`src/rtl/amber_wb_resp_pkg.sv`:
```
// ----------------------------------------------------------------------------
// amber_wb_resp_pkg
// Shared types and constants for the Amber23 Wishbone responder.
//   resp_state_t : responder FSM states
//   AMBER_NOP    : instruction returned when a fetch finds the queue empty
//                  (ARM "mov r0, r0")
//   st_entry_t   : one captured write cycle {adr, sel, dat}
// ----------------------------------------------------------------------------
package amber_wb_resp_pkg;

  typedef enum logic [1:0] {
    IDLE  = 2'd0,
    WAIT  = 2'd1,
    STALL = 2'd2,
    RESP  = 2'd3
  } resp_state_t;

  localparam logic [31:0] AMBER_NOP = 32'hE1A0_0000;

  typedef struct packed {
    logic [31:0] adr;
    logic [3:0]  sel;
    logic [31:0] dat;
  } st_entry_t;

endpackage

```
`src/rtl/amber_wb_responder_fifo.sv`:
```
// ----------------------------------------------------------------------------
// wb_resp_fifo
// Synchronous first-word-fall-through FIFO. Pointers carry one extra wrap bit
// so full and empty are told apart without a separate counter.
// Ports:
//   clk, rst          clock, asynchronous active-high reset (empties the FIFO)
//   push_valid        push request; accepted only while push_ready is high
//   push_ready        !full
//   push_data         word to store
//   pop_req           remove the head entry; ignored while empty
//   head_data         current head entry (undefined while empty)
//   empty             no entries stored
// ----------------------------------------------------------------------------
module wb_resp_fifo #(
  parameter int WIDTH = 32,
  parameter int DEPTH = 16
) (
  input  logic             clk,
  input  logic             rst,
  input  logic             push_valid,
  output logic             push_ready,
  input  logic [WIDTH-1:0] push_data,
  input  logic             pop_req,
  output logic [WIDTH-1:0] head_data,
  output logic             empty
);

  localparam int AW = $clog2(DEPTH);
  localparam logic [AW:0] PTR_ONE = {{AW{1'b0}}, 1'b1};

  logic [WIDTH-1:0] mem [DEPTH];
  logic [AW:0]      wr_ptr_reg;
  logic [AW:0]      rd_ptr_reg;
  logic             full;
  logic             do_push;
  logic             do_pop;

  assign empty      = (wr_ptr_reg == rd_ptr_reg);
  // Same slot index, different lap: writer is a whole lap ahead.
  assign full       = (wr_ptr_reg[AW] != rd_ptr_reg[AW]) &&
                      (wr_ptr_reg[AW-1:0] == rd_ptr_reg[AW-1:0]);
  assign push_ready = !full;
  // Push is judged on the registered full flag, so a simultaneous pop never
  // makes room for a push to a full queue; likewise a pop on empty is dropped
  // even when a push lands in the same cycle.
  assign do_push    = push_valid && !full;
  assign do_pop     = pop_req && !empty;
  assign head_data  = mem[rd_ptr_reg[AW-1:0]];

  always_ff @(posedge clk or posedge rst) begin
    if (rst) begin
      wr_ptr_reg <= '0;
      rd_ptr_reg <= '0;
    end else begin
      if (do_push) wr_ptr_reg <= wr_ptr_reg + PTR_ONE;
      if (do_pop)  rd_ptr_reg <= rd_ptr_reg + PTR_ONE;
    end
  end

  // Storage needs no reset: contents are only visible through valid pointers.
  always_ff @(posedge clk) begin
    if (do_push) mem[wr_ptr_reg[AW-1:0]] <= push_data;
  end

endmodule

```
`src/rtl/amber_wb_responder.sv`:
```
// ----------------------------------------------------------------------------
// amber_wb_responder
// Wishbone B3 classic slave answering the Amber23 core master port. Reads are
// served from an instruction queue (addresses below DATA_BASE) or a load-data
// queue (at or above DATA_BASE); writes are captured into a store queue that
// a monitor drains.
// Ports:
//   i_clk, i_rst                 clock, asynchronous active-high reset
//   i_wb_adr/sel/we/dat/cyc/stb  core master request
//   o_wb_dat/ack/err             response; o_wb_dat valid with ack, held after
//   i_inst_valid/o_inst_ready/i_inst_data   instruction queue push
//   i_ld_valid/o_ld_ready/i_ld_data         load-data queue push
//   o_st_valid/i_st_ready        store queue pop handshake
//   o_st_adr/sel/dat             store queue head entry
//   o_fetch_cnt                  completed instruction fetches (wraps)
// ----------------------------------------------------------------------------
module amber_wb_responder
  import amber_wb_resp_pkg::*;
#(
  parameter int          DEPTH        = 16,
  parameter int          WAIT_CYCLES  = 0,
  parameter logic [31:0] DATA_BASE    = 32'h0000_8000,
  parameter bit          ERR_ON_EMPTY = 1'b1
) (
  input  logic        i_clk,
  input  logic        i_rst,
  input  logic [31:0] i_wb_adr,
  input  logic [3:0]  i_wb_sel,
  input  logic        i_wb_we,
  input  logic [31:0] i_wb_dat,
  input  logic        i_wb_cyc,
  input  logic        i_wb_stb,
  output logic [31:0] o_wb_dat,
  output logic        o_wb_ack,
  output logic        o_wb_err,
  input  logic        i_inst_valid,
  output logic        o_inst_ready,
  input  logic [31:0] i_inst_data,
  input  logic        i_ld_valid,
  output logic        o_ld_ready,
  input  logic [31:0] i_ld_data,
  output logic        o_st_valid,
  input  logic        i_st_ready,
  output logic [31:0] o_st_adr,
  output logic [3:0]  o_st_sel,
  output logic [31:0] o_st_dat,
  output logic [15:0] o_fetch_cnt
);

  // Countdown preload: the first WAIT cycle already counts as one wait state.
  localparam int          WAIT_M1   = (WAIT_CYCLES > 0) ? WAIT_CYCLES - 1 : 0;
  localparam logic [3:0]  WAIT_LOAD = WAIT_M1[3:0];

  resp_state_t state_reg, state_next;
  logic [3:0]  wait_cnt_reg, wait_cnt_next;
  logic        ack_reg, err_reg;
  logic [31:0] dat_reg;
  logic [15:0] fetch_cnt_reg;

  logic        req;
  logic        is_data;
  logic        enter_resp;

  logic [31:0] inst_head, ld_head;
  logic        inst_empty, ld_empty;
  logic        inst_pop, ld_pop;
  st_entry_t   st_in, st_head;
  logic        st_push_ready, st_full, st_empty, st_push;

  assign req     = i_wb_cyc && i_wb_stb;
  assign is_data = (i_wb_adr >= DATA_BASE);
  assign st_full = !st_push_ready;

  // --------------------------------------------------------------------------
  // Queues
  // --------------------------------------------------------------------------
  wb_resp_fifo #(.WIDTH(32), .DEPTH(DEPTH)) u_inst_q (
    .clk        (i_clk),
    .rst        (i_rst),
    .push_valid (i_inst_valid),
    .push_ready (o_inst_ready),
    .push_data  (i_inst_data),
    .pop_req    (inst_pop),
    .head_data  (inst_head),
    .empty      (inst_empty)
  );

  wb_resp_fifo #(.WIDTH(32), .DEPTH(DEPTH)) u_ld_q (
    .clk        (i_clk),
    .rst        (i_rst),
    .push_valid (i_ld_valid),
    .push_ready (o_ld_ready),
    .push_data  (i_ld_data),
    .pop_req    (ld_pop),
    .head_data  (ld_head),
    .empty      (ld_empty)
  );

  assign st_in = '{adr: i_wb_adr, sel: i_wb_sel, dat: i_wb_dat};

  wb_resp_fifo #(.WIDTH($bits(st_entry_t)), .DEPTH(DEPTH)) u_st_q (
    .clk        (i_clk),
    .rst        (i_rst),
    .push_valid (st_push),
    .push_ready (st_push_ready),
    .push_data  (st_in),
    .pop_req    (i_st_ready),
    .head_data  (st_head),
    .empty      (st_empty)
  );

  // --------------------------------------------------------------------------
  // FSM: next state. enter_resp marks the single cycle in which the queue side
  // effects of a cycle are applied (the transition into RESP).
  // --------------------------------------------------------------------------
  always_comb begin
    state_next    = state_reg;
    wait_cnt_next = wait_cnt_reg;
    enter_resp    = 1'b0;
    case (state_reg)
      IDLE: begin
        if (req) begin
          if (WAIT_CYCLES > 0) begin
            state_next    = WAIT;
            wait_cnt_next = WAIT_LOAD;
          end else if (i_wb_we && st_full) begin
            state_next = STALL;
          end else begin
            state_next = RESP;
            enter_resp = 1'b1;
          end
        end
      end
      WAIT: begin
        if (!i_wb_cyc) begin
          state_next = IDLE;
        end else if (wait_cnt_reg == 4'd0) begin
          if (i_wb_we && st_full) begin
            state_next = STALL;
          end else begin
            state_next = RESP;
            enter_resp = 1'b1;
          end
        end else begin
          wait_cnt_next = wait_cnt_reg - 4'd1;
        end
      end
      STALL: begin
        if (!i_wb_cyc) begin
          state_next = IDLE;
        end else if (!st_full) begin
          state_next = RESP;
          enter_resp = 1'b1;
        end
      end
      RESP:    state_next = IDLE;
      default: state_next = IDLE;
    endcase
  end

  // Pops are requested unconditionally on entry; the FIFO ignores a pop on
  // empty, and the response logic below substitutes the default word.
  assign inst_pop = enter_resp && !i_wb_we && !is_data;
  assign ld_pop   = enter_resp && !i_wb_we &&  is_data;
  assign st_push  = enter_resp &&  i_wb_we;

  // --------------------------------------------------------------------------
  // State and registered response
  // --------------------------------------------------------------------------
  always_ff @(posedge i_clk or posedge i_rst) begin
    if (i_rst) begin
      state_reg     <= IDLE;
      wait_cnt_reg  <= 4'd0;
      ack_reg       <= 1'b0;
      err_reg       <= 1'b0;
      dat_reg       <= 32'd0;
      fetch_cnt_reg <= 16'd0;
    end else begin
      state_reg    <= state_next;
      wait_cnt_reg <= wait_cnt_next;
      ack_reg      <= 1'b0;
      err_reg      <= 1'b0;
      if (enter_resp) begin
        if (i_wb_we) begin
          ack_reg <= 1'b1;
        end else if (!is_data) begin
          ack_reg       <= 1'b1;
          dat_reg       <= inst_empty ? AMBER_NOP : inst_head;
          fetch_cnt_reg <= fetch_cnt_reg + 16'd1;
        end else if (!ld_empty) begin
          ack_reg <= 1'b1;
          dat_reg <= ld_head;
        end else begin
          dat_reg <= 32'd0;
          if (ERR_ON_EMPTY) err_reg <= 1'b1;
          else              ack_reg <= 1'b1;
        end
      end
    end
  end

  assign o_wb_ack    = ack_reg;
  assign o_wb_err    = err_reg;
  assign o_wb_dat    = dat_reg;
  assign o_fetch_cnt = fetch_cnt_reg;
  assign o_st_valid  = !st_empty;
  assign o_st_adr    = st_head.adr;
  assign o_st_sel    = st_head.sel;
  assign o_st_dat    = st_head.dat;

endmodule

```
`config.mk`:
```
export PLATFORM = sky130hd
export DESIGN_NAME = amber_wb_responder
export DESIGN_NICKNAME = d
export VERILOG_FILES = /design/src/rtl/amber_wb_resp_pkg.sv /design/src/rtl/amber_wb_responder_fifo.sv /design/src/rtl/amber_wb_responder.sv
export SDC_FILE = /design/constraint.sdc
export NUM_CORES = 2
export LEC_CHECK = 0
export BUFFER_PORTS_ARGS = -buffer_cell sky130_fd_sc_hd__buf_4
export CAP_MARGIN = 40
export CORE_ASPECT_RATIO = 0.8
export CORE_MARGIN = 5
export CORE_UTILIZATION = 45
export CTS_BUF_LIST = sky130_fd_sc_hd__clkbuf_4 sky130_fd_sc_hd__clkbuf_8 sky130_fd_sc_hd__clkbuf_16
export DETAILED_ROUTE_END_ITERATION = 10
export GPL_TIMING_DRIVEN = 0
export PLACE_DENSITY = 0.65
export SLEW_MARGIN = 20
export SYNTH_ARGS = -nofsm -noshare
export SYNTH_HDL_FRONTEND = slang
export SYNTH_SLANG_ARGS = --single-unit
export TNS_END_PERCENT = 20
```
`constraint.sdc`:
```
create_clock -name i_clk -period 14.9 [get_ports i_clk]
set_input_delay 0.745 -clock i_clk [delete_from_list [all_inputs] [get_ports i_clk]]
set_output_delay 0.745 -clock i_clk [all_outputs]
set_load 0.03 [all_outputs]
```
==> metrics.md <==
| Metric | Value |
|---|---|
| Initial antenna violation count | 28 |
| TritonCTS clock tree | built |
| Synth Area per Inst | 23.93 um2 |
| Commonest non-fill, non-tap cell in the layout | edfxtp_1 |
| Top_reg_cell synth | edfxtp_1 |
| Number of H-tree levels | 4 |
| Pint | ~12,000 uW |
| Root Driver | clkbuf_16 |
| Final #Nets | ~4,300 |
| DRC | 0 |
| Worst reg-to-reg path cell count | 11 |
| Cells after Synth | 3,503 |
| GPL Wtd Cong | around 0.77 |
| Min Tclk post-route | 4.837 ns |
| Sequential share of power | 0.423 |
| Hold Crit Class | in -> reg |
| FF-to-FF End | u_st_q.mem[2][25] |
| Core area | approximately 180,000 um2 |
| Max reg flops | roughly 1,100 |
| Number of global-route vias before repair | roughly 40,000 |
| Setup CP Type | reg -> out |
| Top Ports | roughly 260 |
| Die area | about 200,000 um2 |
| Routed vias/inst | a little under 6 |
| Maximum VDD drop | approximately 0.15 mV |
| Drt first pass iters | 5 |
| FF+latch area | roughly 66,000 um2 |
| Most frequent cells in the layout | 2,112 x edfxtp_1, 610 x mux4_2, 325 x buf_4, 206 x clkbuf_16, 86 x dfrtp_1 |
| Clock skew | just under 0.05 ns |
| Clock Pin Slew Worst Setup and Hold Paths | roughly 0.060 ns |
| I/O Buffers | 260 |
| Clock group share of total power | 0.299 |
| Fmax | between 0.2 and 0.25 GHz |
| Worst endpoint data arrival time | 4.09 ns |
| Multi-input logic area | 17,580 um2 |
| DRT Wirelength | a little over 200 mm |
| Hold path cells | 1 |
| Leak Pwr | around 0.032 uW |
| P&R area growth vs syn | 17.48% |
| Slew headroom | 0.3893 |
| Clk Latency, worst-skew pair | around 0.85 ns |
| WHS Endpoint | u_inst_q.mem[4][18] |
| Slew @ Worst Pin | approximately 0.9 ns |
| Post-synth EDFFs | between 2,000 and 2,500 |
| Status | completed |
| Final worst slack | about 10 ns |
| Site Rows | between 100 and 150 |
| R2R Path Start | wait_cnt_reg[0] |
| Sink Count | 2,198 |
| GRT overflow | 0 |
| First-pass GRT wire length | around 290 mm |
| Switching pwr | roughly 5000 uW |
| # setup viols final | 0 |
| Sequential area share after synthesis | 0.7821 |
| Sw frac | 0.2966 |
| Longest Clk Path Bufs | 3 |
| Logic pwr share | 0.278 |
| Slowest stage delay, CP | 0.62 ns |
| Yosys cell types | 52 |
| RSZ-0062 raised after global routing | false |
| Post-Syn Area | 83,840 um2 |
| Crit start category | flip-flop |
| Critical path's top delay family | buffers and inverters |
| Share of layout cells above drive strength 1 | 0.3585 |
| Critical Path Fanout Max | 10 |
| Critical path required time | roughly 14 ns |
| Die H | between 300 and 400 um |
| Pre-CTS setup slack | 10.66 ns |
| Via count | about 40,000 |
| Yosys reg bits | about 2,200 |
| DP HPWL | 132.3 mm |
| Antenna Nets Post-Route | 0 |
| WL/cell | around 30 um |
| Num CTS Buffers | 204 |
| Hold_sp | i_inst_data[18] |
| Final period util | 0.3246 |
| Max cap viols | 0 |
| Async set-reset flop share out of synthesis | 0.03913 |
| Final hold violations | 0 |
| Net Count, Synth | 3,666 |
| Pwr Density | 175.9 nW/um2 |
| Initial Util | 0.4535 |
| Crit-path cells | clkbuf_1 > clkbuf_1 > buf_2 > mux4_2 > mux4_2 > buf_4 |
| Crit path buf inv count | 4 |
| Fillcell total | roughly 14,000 |
| Final Max Tran Viols | 0 |
| Slowest-stage cell, CP | clkbuf_1 |
| Crit end category | output pin |
| Largest net degree at the start of global routing | 46 |
| GRT Overall Usage | 0.2071 |
| Register-to-register setup slack | about 11 ns |
| YS warnings | 0 |
| Iteration-0 DRC Markers | around 4,600 |
| Die X | 492.6 um |
| Fin util | 0.5327 |
| Hold slack | 0.1849 ns |
| Final setup TNS | 0 ns |
==> cells by family after synthesis <==
family | share of synthesized area
compound gates | 0.01324
xor+xnor | 0.006059
fa+ha+maj | 0.003432
buf+inv | 0.01133
flops | 0.7821
mux | 0.1692
simple gates | 0.01467
==> layout make-up <==
cell class / count / area share
antenna: 21 / 0.0005335
buffer: 188 / 0.008994
clock buffer: 283 / 0.05890
clock inverter: 101 / 0.009222
inverter: 19 / 0.0008257
multi-input combinational: 1098 / 0.1785
sequential: 2198 / 0.6657
tap: 2431 / 0.03088
timing repair buffer: 437 / 0.04645
==> repair_timing <==
action	in CTS	in global routing
hold buffers	1	0
resized for setup	0	0
buffers inserted	0	0
hold endpoints to repair	41	0
==> through the flow <==
| step | std cells | power [uW] | area, um2 |
|---|---|---|---|
| floorplan | 3503 | 10450 | 83840 |
| global placement | 6194 | 12110 | 88830 |
| detailed placement | 6356 | 12310 | 91570 |
| CTS | 6741 | 17470 | 98290 |
| global route | 6765 | 17970 | 98470 |
| finish | 6776 | 17320 | 98500 |
==> power by group through the flow <==
stage | Sequential (uW) | Clock, uW | Combinational, uW
6_report | 7330 | 5180 | 4810
3_5_place_dp | 7460 | 0 | 4850
5_1_grt | 7350 | 5550 | 5070
4_1_cts | 7330 | 5270 | 4870
2_1_floorplan | 7500 | 0 | 2950
3_3_place_gp | 7490 | 0 | 4620
==> Yosys cell counts, types with 2 or more instances <==
library cell,n,area share
buf_1,26,0.0012
nor3b_1,22,0.0020
edfxtp_1,2112,0.76
o211ai_1,6,0.00054
inv_1,19,0.00085
nor3_1,23,0.0014
xnor2_1,27,0.0028
mux2_2,11,0.0015
nand3_1,8,0.00048
a311oi_1,6,0.00063
and3_1,19,0.0014
nor2b_1,8,0.00060
nor2_1,31,0.0014
or2_2,9,0.00067
buf_6,8,0.0011
buf_2,71,0.0042
o21ai_0,6,0.00036
dfrtp_1,86,0.026
mux4_2,610,0.16
a221o_1,32,0.0038
xor2_1,31,0.0032
and2_1,5,0.00037
clkbuf_1,78,0.0035
nand2b_1,6,0.00045
a21boi_1,2,0.00018
nor4_2,4,0.00060
buf_4,3,0.00027
a22oi_1,68,0.0061
nand2_1,62,0.0028
a21oi_1,2,0.00012
nor4b_1,2,0.00021
nand4_1,15,0.0011
o21a_1,2,0.00018
mux2i_1,32,0.0038
ha_1,23,0.0034
a31oi_1,3,0.00022
nor4_1,10,0.00075
==> worst max-delay path by stage <==
stage	startpoint	to	slack, ns	cells after the start
final	u_st_q.rd_ptr_reg[0]	o_st_adr[21]	10.06	6
after CTS	u_st_q.rd_ptr_reg[0]	o_st_adr[21]	9.89	6
after global placement	wait_cnt_reg[0]	u_st_q.mem[3][35]	1.52	7
after floorplan	wait_cnt_reg[0]	u_st_q.mem[3][0]	8.05	7
after detailed placement	u_st_q.rd_ptr_reg[0]	u_st_q.mem[2][34]	10.66	10
after global routing	u_st_q.rd_ptr_reg[0]	o_st_adr[25]	9.88	6
==> metal layers <==
metal / part of all wire / GRT usage / vias up
li1: - / - / 16360
met1: 0.40 / 0.2872 / 21570
met2: 0.50 / 0.3365 / 1643
met3: 0.070 / 0.03861 / 322
met4: 0.029 / 0.06674 / 8
met5: 0.00031 / 0 / -
(Power assumes the default switching activity.)
